$ cat src/rtl/fpm_pkg.sv
// rtl/fpm_pkg.sv - shared encodings and constants for the fp multiplier front stage
package fpm_pkg;

  typedef enum logic [1:0] {
    CLS_NORMAL = 2'd0,
    CLS_ZERO   = 2'd1,
    CLS_INF    = 2'd2,
    CLS_NAN    = 2'd3
  } fpm_class_e;

  localparam int FPM_EXP_W  = 8;
  localparam int FPM_MAN_W  = 23;
  localparam int FPM_BIAS   = 127;
  localparam int FPM_OEXP_W = 10;

  localparam logic [FPM_EXP_W-1:0] FPM_EXP_ONES = {FPM_EXP_W{1'b1}};

  // NaN wins over everything, including the inf*zero invalid case.
  function automatic fpm_class_e fpm_resolve_class(
    input logic za, input logic ia, input logic na,
    input logic zb, input logic ib, input logic nb
  );
    if (na || nb || (ia && zb) || (za && ib)) return CLS_NAN;
    else if (ia || ib)                        return CLS_INF;
    else if (za || zb)                        return CLS_ZERO;
    else                                      return CLS_NORMAL;
  endfunction

endpackage

$ cat src/rtl/fpm_unpack.sv
// rtl/fpm_unpack.sv - combinational binary32 operand unpack and classify
module fpm_unpack
  import fpm_pkg::*;
#(
  parameter int EXP_W = FPM_EXP_W,
  parameter int MAN_W = FPM_MAN_W
) (
  input  logic [EXP_W+MAN_W:0] op,
  output logic                 sign,
  output logic [EXP_W-1:0]     exp,
  output logic [MAN_W:0]       man,
  output logic                 is_zero,
  output logic                 is_inf,
  output logic                 is_nan
);

  localparam logic [EXP_W-1:0] EXP_MAX = {EXP_W{1'b1}};

  logic [MAN_W-1:0] frac;

  assign sign = op[EXP_W+MAN_W];
  assign exp  = op[MAN_W +: EXP_W];
  assign frac = op[MAN_W-1:0];
  assign man  = {1'b1, frac};

  // Denormals share exponent 0 with true zero and are flushed along with it.
  assign is_zero = (exp == '0);
  assign is_inf  = (exp == EXP_MAX) && (frac == '0);
  assign is_nan  = (exp == EXP_MAX) && (frac != '0);

endmodule

$ cat src/rtl/prefix_add32.sv
// rtl/prefix_add32.sv - 32-bit Kogge-Stone parallel-prefix adder
module prefix_add32 (
  input  logic [31:0] x,
  input  logic [31:0] y,
  input  logic        cin,
  output logic [31:0] sum
);

  logic [5:0][31:0] g;
  logic [4:0][31:0] p;
  logic             unused_ks;

  // Carry-in folds into bit 0's generate so the prefix tree stays uniform.
  assign p[0]    = x ^ y;
  assign g[0][0] = (x[0] & y[0]) | (p[0][0] & cin);
  assign g[0][31:1] = x[31:1] & y[31:1];

  for (genvar l = 0; l < 5; l++) begin : g_level
    for (genvar i = 0; i < 32; i++) begin : g_bit
      if (i >= (1 << l)) begin : g_merge
        assign g[l+1][i] = g[l][i] | (p[l][i] & g[l][i-(1<<l)]);
        if (l < 4) begin : g_pm
          assign p[l+1][i] = p[l][i] & p[l][i-(1<<l)];
        end
      end else begin : g_pass
        assign g[l+1][i] = g[l][i];
        if (l < 4) begin : g_pp
          assign p[l+1][i] = p[l][i];
        end
      end
    end
  end

  assign sum       = p[0] ^ {g[5][30:0], cin};
  assign unused_ks = ^{p[4][15:0], g[5][31]};

endmodule

$ cat src/rtl/fpm_exp_stage.sv
// rtl/fpm_exp_stage.sv - two-stage unpack, classify and exponent-add front end
module fpm_exp_stage
  import fpm_pkg::*;
#(
  parameter int EXP_W = FPM_EXP_W,
  parameter int MAN_W = FPM_MAN_W,
  parameter int BIAS  = FPM_BIAS
) (
  input  logic                  clk,
  input  logic                  rst_n,
  input  logic                  in_valid,
  output logic                  in_ready,
  input  logic [31:0]           a,
  input  logic [31:0]           b,
  output logic                  out_valid,
  input  logic                  out_ready,
  output logic                  out_sign,
  output logic [FPM_OEXP_W-1:0] out_exp,
  output logic [MAN_W:0]        out_ma,
  output logic [MAN_W:0]        out_mb,
  output logic [1:0]            out_class
);

  localparam logic [31:0] NEG_BIAS = ~32'(BIAS) + 32'd1;

  logic             ua_sign, ub_sign;
  logic [EXP_W-1:0] ua_exp, ub_exp;
  logic [MAN_W:0]   ua_man, ub_man;
  logic             ua_zero, ua_inf, ua_nan;
  logic             ub_zero, ub_inf, ub_nan;

  fpm_unpack #(.EXP_W(EXP_W), .MAN_W(MAN_W)) u_unpack_a (
    .op(a), .sign(ua_sign), .exp(ua_exp), .man(ua_man),
    .is_zero(ua_zero), .is_inf(ua_inf), .is_nan(ua_nan)
  );

  fpm_unpack #(.EXP_W(EXP_W), .MAN_W(MAN_W)) u_unpack_b (
    .op(b), .sign(ub_sign), .exp(ub_exp), .man(ub_man),
    .is_zero(ub_zero), .is_inf(ub_inf), .is_nan(ub_nan)
  );

  fpm_class_e cls_d;
  logic       sign_d;

  always_comb begin
    cls_d  = fpm_resolve_class(ua_zero, ua_inf, ua_nan, ub_zero, ub_inf, ub_nan);
    sign_d = (cls_d == CLS_NAN) ? 1'b0 : (ua_sign ^ ub_sign);
  end

  logic [31:0] esum_full;

  prefix_add32 u_add_esum (
    .x({{(32-EXP_W){1'b0}}, ua_exp}),
    .y({{(32-EXP_W){1'b0}}, ub_exp}),
    .cin(1'b0),
    .sum(esum_full)
  );

  logic v1, v2, adv1, adv2;

  assign adv2      = !v2 || out_ready;
  assign adv1      = !v1 || adv2;
  assign in_ready  = adv1;
  assign out_valid = v2;

  logic             s1_sign;
  fpm_class_e       s1_class;
  logic [MAN_W:0]   s1_ma, s1_mb;
  logic [EXP_W:0]   s1_esum;

  always_ff @(posedge clk or negedge rst_n) begin
    if (!rst_n) begin
      v1       <= 1'b0;
      s1_sign  <= 1'b0;
      s1_class <= CLS_NORMAL;
      s1_ma    <= '0;
      s1_mb    <= '0;
      s1_esum  <= '0;
    end else if (adv1) begin
      v1 <= in_valid;
      if (in_valid) begin
        s1_sign  <= sign_d;
        s1_class <= cls_d;
        s1_ma    <= (cls_d == CLS_NORMAL) ? ua_man : '0;
        s1_mb    <= (cls_d == CLS_NORMAL) ? ub_man : '0;
        s1_esum  <= esum_full[EXP_W:0];
      end
    end
  end

  logic [31:0] exp_full;

  // esum - BIAS as an add of the bias' two's complement; low bits form a signed result.
  prefix_add32 u_add_bias (
    .x({{(31-EXP_W){1'b0}}, s1_esum}),
    .y(NEG_BIAS),
    .cin(1'b0),
    .sum(exp_full)
  );

  always_ff @(posedge clk or negedge rst_n) begin
    if (!rst_n) begin
      v2        <= 1'b0;
      out_sign  <= 1'b0;
      out_exp   <= '0;
      out_ma    <= '0;
      out_mb    <= '0;
      out_class <= 2'd0;
    end else if (adv2) begin
      v2 <= v1;
      if (v1) begin
        out_sign  <= s1_sign;
        out_class <= s1_class;
        out_ma    <= s1_ma;
        out_mb    <= s1_mb;
        out_exp   <= (s1_class == CLS_NORMAL) ? exp_full[FPM_OEXP_W-1:0] : '0;
      end
    end
  end

  logic unused_hi;
  assign unused_hi = ^{esum_full[31:EXP_W+1], exp_full[31:FPM_OEXP_W]};

endmodule

$ cat config.mk
export PLATFORM = sky130hd
export DESIGN_NAME = fpm_exp_stage
export DESIGN_NICKNAME = d
export VERILOG_FILES = /design/src/rtl/fpm_pkg.sv /design/src/rtl/fpm_unpack.sv /design/src/rtl/prefix_add32.sv /design/src/rtl/fpm_exp_stage.sv
export SDC_FILE = /design/constraint.sdc
export NUM_CORES = 1
export LEC_CHECK = 0
export ABC_AREA = 1
export BUFFER_PORTS_ARGS = -buffer_cell sky130_fd_sc_hd__buf_4
export CORE_ASPECT_RATIO = 2
export CORE_MARGIN = 2
export CORE_UTILIZATION = 48
export CTS_CLUSTER_DIAMETER = 150
export DETAILED_ROUTE_END_ITERATION = 8
export HOLD_SLACK_MARGIN = 0.03
export PLACE_DENSITY_LB_ADDON = 0.3
export SYNTH_ARGS = -nofsm -noshare
export SYNTH_HDL_FRONTEND = slang
export SYNTH_SLANG_ARGS = --single-unit
$ cat constraint.sdc
create_clock -name clk -period 1.2 [get_ports clk]
set_input_delay 0.12 -clock clk [delete_from_list [all_inputs] [get_ports clk]]
set_output_delay 0.12 -clock clk [all_outputs]
set_load 0.005 [all_outputs]
# Word-level counts from Yosys, hierarchy flattened
# Cells that the tools add are included.
# W data, S select, Z words.
[totals]
inputBits = 68
elab_cells = 123
output_inout_bits = 63
ff_bits = 123
[op_classes]
eq_ne = 3
bitwise = 76
n_reduce_logical = 25
mux = 7
[ops]
columns = ["cell", "count"]
rows = [
  ["$and A1 B1 Y1", 50],
  ["$mux W24", 2],
  ["$logic_not A23 Y1", 2],
  ["$reduce_bool A23 Y1", 2],
  ["$or A1 B1 Y1", 20],
  ["$eq A8 B8 Y1 const B", 2],
  ["$logic_not A8 Y1", 2],
  ["$mux W10", 1],
  ["$xor A10 B10 Y10", 1],
  ["$xor A9 B9 Y9", 1],
  ["$xor A8 B8 Y8", 1],
  ["$and A7 B7 Y7", 1],
  ["$logic_or A1 B1 Y1", 7],
  ["$logic_and A1 B1 Y1", 6],
  ["$logic_not A2 Y1", 2],
  ["$mux W2", 2],
  ["$not A3 Y4", 1],
  ["$reduce_and A2 Y1", 2],
  ["$eq A2 B2 Y1 const B", 1],
  ["$logic_not A1 Y1", 2],
  ["$mux W1", 2],
  ["$xor A1 B1 Y1", 1],
]

# Longest topological paths before layout
# Gate-level depths: netlist of run 1.
[logic_depth]
ltp_word = 8
ltp_mapped = 11
depth_no_buf = 10

# Hierarchy
# Synthesis of run 1 repeated with hierarchy kept, for this count alone.
[hier_totals]
cells_unflattened = 1664
hier_area_um2 = 10422.5
[by_module_without_submodules]
columns = ["mod", "instances", "area_per_inst_um2", "seq_area_each_um2", "cells_each"]
rows = [
  ["fpm_exp_stage", 1, 4817.1, 3078.0, 538],
  ["prefix_add32", 2, 2398.6, 0.0, 494],
  ["fpm_unpack", 2, 404.1, 0.0, 69],
]

# Worst setup path after synthesis of run 1
# No wires, ideal clock.
[synth_path]
path_kind = "input-to-reg"
startpoint = "in a[23]"
endpoint = "reg s1_esum[6]"
arrival_ns = 1.359
setup_time_ns = 0.083
required_ns = 1.117
n_path_buf = 0
slack_ns = -0.241
path_stages = 10
cell_sequence = "ha_1 > inv_1 > fa_1 > nand3b_1 > nand2_1 > nand2_1 > nand2_1 > a21oi_1 > and2_1 > o21ai_0"
[synth_between]
elab_chain_len = 6
[synth_rtl]
columns = ["item", "line", "text"]
rows = [
  ["start: declaration", "fpm_exp_stage.sv:13", "input logic [31:0] a,"],
  ["$and A1 B1 Y1", "prefix_add32.sv:15", "assign g[0][0] = (x[0] & y[0]) | (p[0][0] & cin);"],
  ["$and A1 B1 Y1", "prefix_add32.sv:21", "assign g[l+1][i] = g[l][i] | (p[l][i] & g[l][i-(1<<l)]);"],
  ["$or A1 B1 Y1", "prefix_add32.sv:21", ""],
  ["$and A1 B1 Y1", "prefix_add32.sv:21", ""],
  ["$or A1 B1 Y1", "prefix_add32.sv:21", ""],
  ["$xor A9 B9 Y9", "prefix_add32.sv:34", "assign sum = p[0] ^ {g[5][30:0], cin};"],
  ["end signal: assignment", "fpm_exp_stage.sv:86", "s1_esum <= esum_full[EXP_W:0];"],
  ["end: declaration", "fpm_exp_stage.sv:69", "logic [EXP_W:0] s1_esum;"],
]
# Every way passes these cells.
# A chain may end at the register's enable or synchronous reset.

# Worst setup path after layout of run 1
[layout_path]
startpoint = "reg s1_esum[0]"
endpoint = "reg out_exp[5]"
[layout_between]
elab_chain_len = 3
[layout_rtl]
columns = ["item", "line", "text"]
rows = [
  ["$and A1 B1 Y1", "prefix_add32.sv:21", ""],
  ["$xor A10 B10 Y10", "prefix_add32.sv:34", ""],
  ["$mux W10", "fpm_exp_stage.sv:116", "out_exp <= (s1_class == CLS_NORMAL) ? exp_full[FPM_OEXP_W-1:0] : '0;"],
  ["end signal: assignment", "fpm_exp_stage.sv:116", ""],
  ["end: declaration", "fpm_exp_stage.sv:18", "output logic [FPM_OEXP_W-1:0] out_exp,"],
]
# Every way passes these cells.

==> impl_metrics.ini, run 1 <==
[outcome]
violations_in_the_final_reports = setup timing
result_of_the_run = complete, but fails checks

[logic_synthesis]
ys_dominant_reg_cell = dfrtp_1
asyncSetResetFlopFracSynth = 1.00
synth-edff-count = 0
netlist.top_cell.by_area = dfrtp_1
yosys_warnings = 0
synthTopCellsByCount = 302 x nand2_1, 121 x dfrtp_1, 57 x nand3_1
syn_inst = 645
synth.ff_latch_count = 121
postSynthNetCount = 723
post_synth_instance_area_mm2 = 0.00533
synth.most_common_cell = nand2_1
synth_seq_area_share = 0.568
synth_largest_type_area_fraction = 0.568
avgSynthCellArea_um2 = 8.26
netlist-cell-type-count = 29
top_cells_by_area_synth = dfrtp_1 57%, nand2_1 21%, nand3_1 5.4%

[global_route]
first_global_vias = 6229
grt_first_pass_wirelength_um = 30900
grt_remaining_overflow = 0
global_route.usage.total = 0.338
pin_count_of_the_biggest_net_entering_global_routing = 42
antenna_found_initial = 0

[clocking]
tritoncts_clock_tree = yes
cts.clk_slew.worst_paths_ns = 0.06
clk_latency_worst_skew_pair_ns = 0.42
clk_root_buffer_cell = clkbuf_16
h-tree-depth = 4
cts_num_sinks = 121
cts_max_path_buffers = 2
numCtsBuffers = 17

[cells_and_area]
final.fill_count = 481
design.final.nets = 994
final_util = 0.858
multiInputGateArea_mm2 = 0.00266
fraction_of_layout_instances_using_a_drive_strength_above_1 = 0.439
ff_latch_area_mm2 = 0.00303
syn_to_final_growth_pct = 75.1
n_antenna_cell = 0

[floorplan]
rows = 54
die_area_mm2 = 0.0120
fp.coreArea_mm2 = 0.0109
floorplan.io_pins = 131
starting_utilization_of_the_core_area = 0.490
chipWidth_um = 78.5
die_height_um = 153

[placed_design]
hpwl_um = 10700
setup_slack_after_placement_ns = -0.491
io_buffers = 130
gp_congestion = 0.844

[timing]
final.setup.worst_slack_ns = -0.229
timing.max_slew.rel_slack = 0.642
finalCriticalPeriod_ns = 1.43
slew_viol_final = 0
grt_setup_unrepaired = yes
clock_skew_ns = 0.00830
fmax_mhz = 700
layout_worst_path_cycle_share = 1.19
setup_viol = 120
number_of_endpoints_with_negative_hold_slack_in_the_final_report = 0
timing_worst_slew_pin_value_ns = 0.535

[detailed_routing]
via_per_inst = 6.10
route.vias.total = 6519
antenna_left = 0
firstDrtPassIters = 5
drt_first_iter_violations = 886
drt-wirelength-per-cell_um = 23.6
detail_route.drc_violations = 0
route.final.wire_length_um = 25200

[hold_path]
hold_path_class = input port to flop

[power]
power_per_cell_area_mw_per_mm2 = 1730
leakagePower_nw = 4.84
peak_vdd_ir_mv = 1.48

[flow_run]
timing.max_cap.violations = 0

[critical_path]
critPathSlowestCell = dfrtp_1
arrival_ns = 1.72
critical_path_required_ns = 1.49
slowest_delay_ns = 0.44
critPathKind = flop to flop
critical_path.startpoint_type = flop
cp-end-kind = flop
biggest_fanout_along_the_worst_timing_path = 3
crit_chain = and3_4, nand2_4, nor3b_4, buf_4, o31ai_4
[worst max-delay path, delay by kind of cell (launching register included)]
| family | cells | cell delay [ns] |
|---|---|---|
| AOI/OAI and AO/OA | 1 | 0.07 |
| buffers and inverters | 1 | 0.19 |
| DFF | 1 | 0.44 |
| and+or+nand+nor | 3 | 0.60 |
[state kept, by name, indices dropped and copies added, names as in the netlist]
register / flops
s1_class: 2
out_sign: 1
s1_sign: 1
s1_ma: 24
out_mb: 23
out_ma: 24
s1_mb: 23
out_class: 2
s1_esum: 9
out_exp: 10
out_valid: 1
v1: 1
[cell type report]
class / count / area share
timing repair inverter: 1 / 0.000804
clock buffer: 18 / 0.0460
clock inverter: 14 / 0.0186
sequential: 121 / 0.325
tap: 140 / 0.0188
multi-input combinational: 475 / 0.284
inverter: 22 / 0.0118
timing repair buffer: 278 / 0.295
[through the flow]
stage / cell area [um^2] / hold slack [ns] / TNS [ns] / cells / total power (W)
2_1_floorplan: 5400 / -0.176 / -0.130 / 645 / 0.00695
5_1_grt: 9330 / 0.0453 / -20.47 / 1069 / 0.0166
4_1_cts: 8690 / 0.0312 / -6.53 / 1053 / 0.0149
6_report: 9330 / 0.0412 / -16.77 / 1069 / 0.0161
3_3_place_gp: 7050 / 0.0112 / -34.37 / 963 / 0.00881
3_5_place_dp: 7050 / 0.0156 / -38.04 / 963 / 0.00896
[final timing paths]
check                              to  slack [ns]  cells past startpoint  startpoint
setup / recovery           out_exp[5]       -0.23                      5  s1_esum[0]
hold / removal              s1_ma[13]        0.04                      4       a[13]
setup reg to reg           out_exp[5]       -0.23                      5  s1_esum[0]
hold reg to reg            out_ma[17]        0.48                      2   s1_ma[17]
max in group asynchronous  out_ma[11]        0.55                      3       rst_n
min in group asynchronous  out_ma[17]        0.13                      2       rst_n
[per-layer routing]
layer  share of wire  global-route usage  up-vias
met3           0.084              0.0502      208
li1                -                   -     2601
met1            0.32               0.348     3106
met4           0.095               0.228        0
met5               0                   0        -
met2            0.50               0.611      604
[cells in the final DEF (no fill, tap or decap), types with 2 or more instances in the layout]
master / instances
dfrtp_1: 120
nand4_1: 11
inv_1: 18
dlygate4sd3_1: 23
o21ai_0: 3
o211ai_1: 2
buf_6: 21
a21oi_1: 8
buf_16: 8
nand3_4: 4
nand3_2: 29
nand3_1: 24
a21oi_2: 2
clkbuf_16: 27
xor2_1: 3
bufinv_16: 3
xnor2_1: 2
buf_12: 15
ha_1: 7
clkinvlp_4: 9
nand2_1: 255
nor2_4: 13
ha_4: 2
nor2_2: 5
nand2_4: 11
inv_6: 2
buf_4: 200
nand2_2: 36
o21ai_2: 8
o21ai_1: 9
nor2_1: 31
[power breakdown]
| group | total, W | switching [W] | internal, W |
|---|---|---|---|
| sequential | 0.00581 | 0.000786 | 0.00502 |
| clock | 0.00531 | 0.00204 | 0.00327 |
| combinational | 0.00502 | 0.00248 | 0.00254 |
[logic make-up after synthesis]
family	count (synthesis)	synth area share
compound gates	36	0.0364
xor+xnor	5	0.00822
fa+ha+maj	10	0.0249
buf+inv	52	0.0441
flops	121	0.568
simple gates	421	0.318
[repair_timing]
item                                    CTS  global route
endpoints found under the setup margin  117           122
endpoints found under the hold margin   143             0
setup buffers                            24             6
pin swaps                                52            62
cloned                                   11            13
hold buffers                             23             0
gates resized for setup                 106            99
Power figures use the tool's default switching activity.
==> inputs of run 2 (changes only) <==
ABC_AREA = unset   (was 1)
==> impl_metrics.ini, run 2 <==
[outcome]
result_of_the_run = complete, but fails checks
violations_in_the_final_reports = setup timing

[detailed_routing]
detail_route.drc_violations = 0
route.vias.total = 4423
drt-wirelength-per-cell_um = 19.4
drt_first_iter_violations = 265
firstDrtPassIters = 4
antenna_left = 0
route.final.wire_length_um = 15700
via_per_inst = 5.46

[cells_and_area]
final_util = 0.807
final.fill_count = 594
syn_to_final_growth_pct = 65.4
biggestRegsByFlops = out_ma x24, s1_ma x24
design_area_mm2 = 0.00835
fin_cells = 810
layout_common_cells = 198 x buf_4, 121 x dfrtp_1, 49 x mux2_2, 49 x dlygate4sd3_1, 46 x a22o_1
n_antenna_cell = 0
design.final.nets = 738
fraction_of_layout_instances_using_a_drive_strength_above_1 = 0.513
final_common_cell = buf_4

[critical_path]
critPathSlowestCell = dfrtp_1
cp_num_buf_inv = 1
r2r_start = out_valid
slowest_delay_ns = 0.40
critPathKind = flop to flop
biggest_fanout_along_the_worst_timing_path = 7
top_family_by_delay_on_critical_path = simple AND/OR/NAND/NOR gates
crit_chain = buf_4, nand2b_4, nand2_8, or3_4, o41ai_2
critical_path_required_ns = 1.48
cp-end-kind = flop
critical_path.startpoint_type = flop
setup.worst_path.start = out_valid
arrival_ns = 1.83

[logic_synthesis]
netlist.top_cell.by_area = dfrtp_1
synth_seq_area_share = 0.600
synth.most_common_cell = dfrtp_1
synth.ff_latch_count = 121
yosys_warnings = 0
avgSynthCellArea_um2 = 12.9
ys_dominant_reg_cell = dfrtp_1
synth-edff-count = 0
asyncSetResetFlopFracSynth = 1.00
synthTopCellsByCount = 121 x dfrtp_1, 50 x mux2_2, 46 x a22o_1
postSynthNetCount = 468
top_cells_by_area_synth = dfrtp_1 60%, mux2_2 11%, a22o_1 8.0%
netlist-cell-type-count = 41
syn_inst = 390
synth_largest_type_area_fraction = 0.600
post_synth_instance_area_mm2 = 0.00505

[clocking]
cts.clk_slew.worst_paths_ns = 0.06
cts_max_path_buffers = 2
h-tree-depth = 4
numCtsBuffers = 17
clk_root_buffer_cell = clkbuf_16
tritoncts_clock_tree = yes
clk_latency_worst_skew_pair_ns = 0.41
cts_num_sinks = 121

[power]
swShare = 0.271
p_int_w = 0.0101
combinational_share_of_power = 0.241
peak_vdd_ir_mv = 1.20
seq_power_share = 0.393
power.share.clock = 0.365
power_per_cell_area_mw_per_mm2 = 1650
total_power_w = 0.0138
power_switching_w = 0.00374
leakagePower_nw = 3.99

[hold_path]
hold_path_class = input port to flop
hp-start = a[21]

[placed_design]
place.detailed.instances = 708
io_buffers = 130
gp_congestion = 0.864
detailed_place.area_mm2 = 0.00674
hpwl_um = 8490

[timing]
timing.max_slew.rel_slack = 0.669
number_of_endpoints_with_negative_hold_slack_in_the_final_report = 0
timing_worst_slew_pin_value_ns = 0.496
final.setup.worst_slack_ns = -0.358
fmax_mhz = 642
grt_setup_unrepaired = yes
slew_viol_final = 0
clock_skew_ns = 0.00979
layout_worst_path_cycle_share = 1.30
finalCriticalPeriod_ns = 1.56
setup_viol = 120

[floorplan]
die_area_mm2 = 0.0114
chipWidth_um = 76.5
die_height_um = 149
fp.coreArea_mm2 = 0.0103
starting_utilization_of_the_core_area = 0.488
floorplan.io_pins = 131
rows = 53

[global_route]
pin_count_of_the_biggest_net_entering_global_routing = 55
grt_first_pass_wirelength_um = 23500
grt_remaining_overflow = 0
first_global_vias = 4571
antenna_found_initial = 0
global_route.usage.total = 0.266

[flow_run]
timing.max_cap.violations = 0
[run 2: cells by family (layout without fill, tap and decap cells)]
family,after synthesis,in the layout,synth area share
DFF,121,121,0.600
muxes,50,50,0.112
adders and majority gates,10,10,0.0263
xor gates and xnor gates,12,12,0.0208
and+or+nand+nor,86,86,0.0900
buffers and inverters,28,311,0.0280
AOI/OAI and AO/OA,83,83,0.123
[run 2: final timing paths]
check	to	slack, ns	cells past startpoint
setup / recovery	out_exp[9]	-0.36	5
setup reg to reg	out_exp[9]	-0.36	5
min in group asynchronous	out_exp[5]	0.15	2
max in group asynchronous	out_ma[14]	0.48	3
hold / removal	s1_ma[21]	0.06	3
hold reg to reg	out_exp[3]	0.49	2
[run 2: layout make-up]
class	count	area, um^2	share of cell area
flip-flops and latches	121	3030	0.363
repair buffers	271	2440	0.292
multi-input cells	241	2090	0.251
clock buffers	19	443	0.0531
well taps	137	171	0.0205
clock inverters	13	143	0.0171
inverters	8	30.0	0.00360
[run 2: layer usage]
metal,share of wire,GRT usage,vias to the layer above
met5,0,0,-
met4,0.024,0.0927,0
met3,0.060,0.0799,30
met2,0.52,0.442,185
met1,0.40,0.332,2225
li1,-,-,1983
[run 2: power groups by stage]
stage | sequential (W) | clock (W) | combinational [W]
after detailed placement | 0.00541 | 0 | 0.00271
after global routing | 0.00552 | 0.00529 | 0.00356
after CTS | 0.00536 | 0.00507 | 0.00305
final | 0.00543 | 0.00504 | 0.00333
after global placement | 0.00539 | 0 | 0.00262
after floorplan | 0.00536 | 0 | 0.00117
[run 2: through the flow]
step,hold slack (ns),setup slack [ns],TNS [ns]
final,0.0648,-0.358,-28.23
after CTS,0.0308,-0.246,-20.41
after floorplan,-0.176,-0.304,-13.26
after global routing,0.0597,-0.383,-33.93
after detailed placement,0.0213,-0.482,-34.13
after global placement,0.0167,-0.464,-32.01
[run 2: what timing repair did]
| action | CTS | global route |
|---|---|---|
| endpoints found under the setup margin | 120 | 121 |
| gates resized for setup | 26 | 32 |
| hold buffers | 49 | 0 |
| cloned | 4 | 4 |
| pin swaps | 5 | 7 |
| buffers inserted | 8 | 6 |
| hold endpoints to repair | 168 | 0 |
[run 2: tightest hold or removal path: cells and delay by family]
family          cells  cell delay [ns]
compound gates      1             0.13
buf+inv             2             0.18
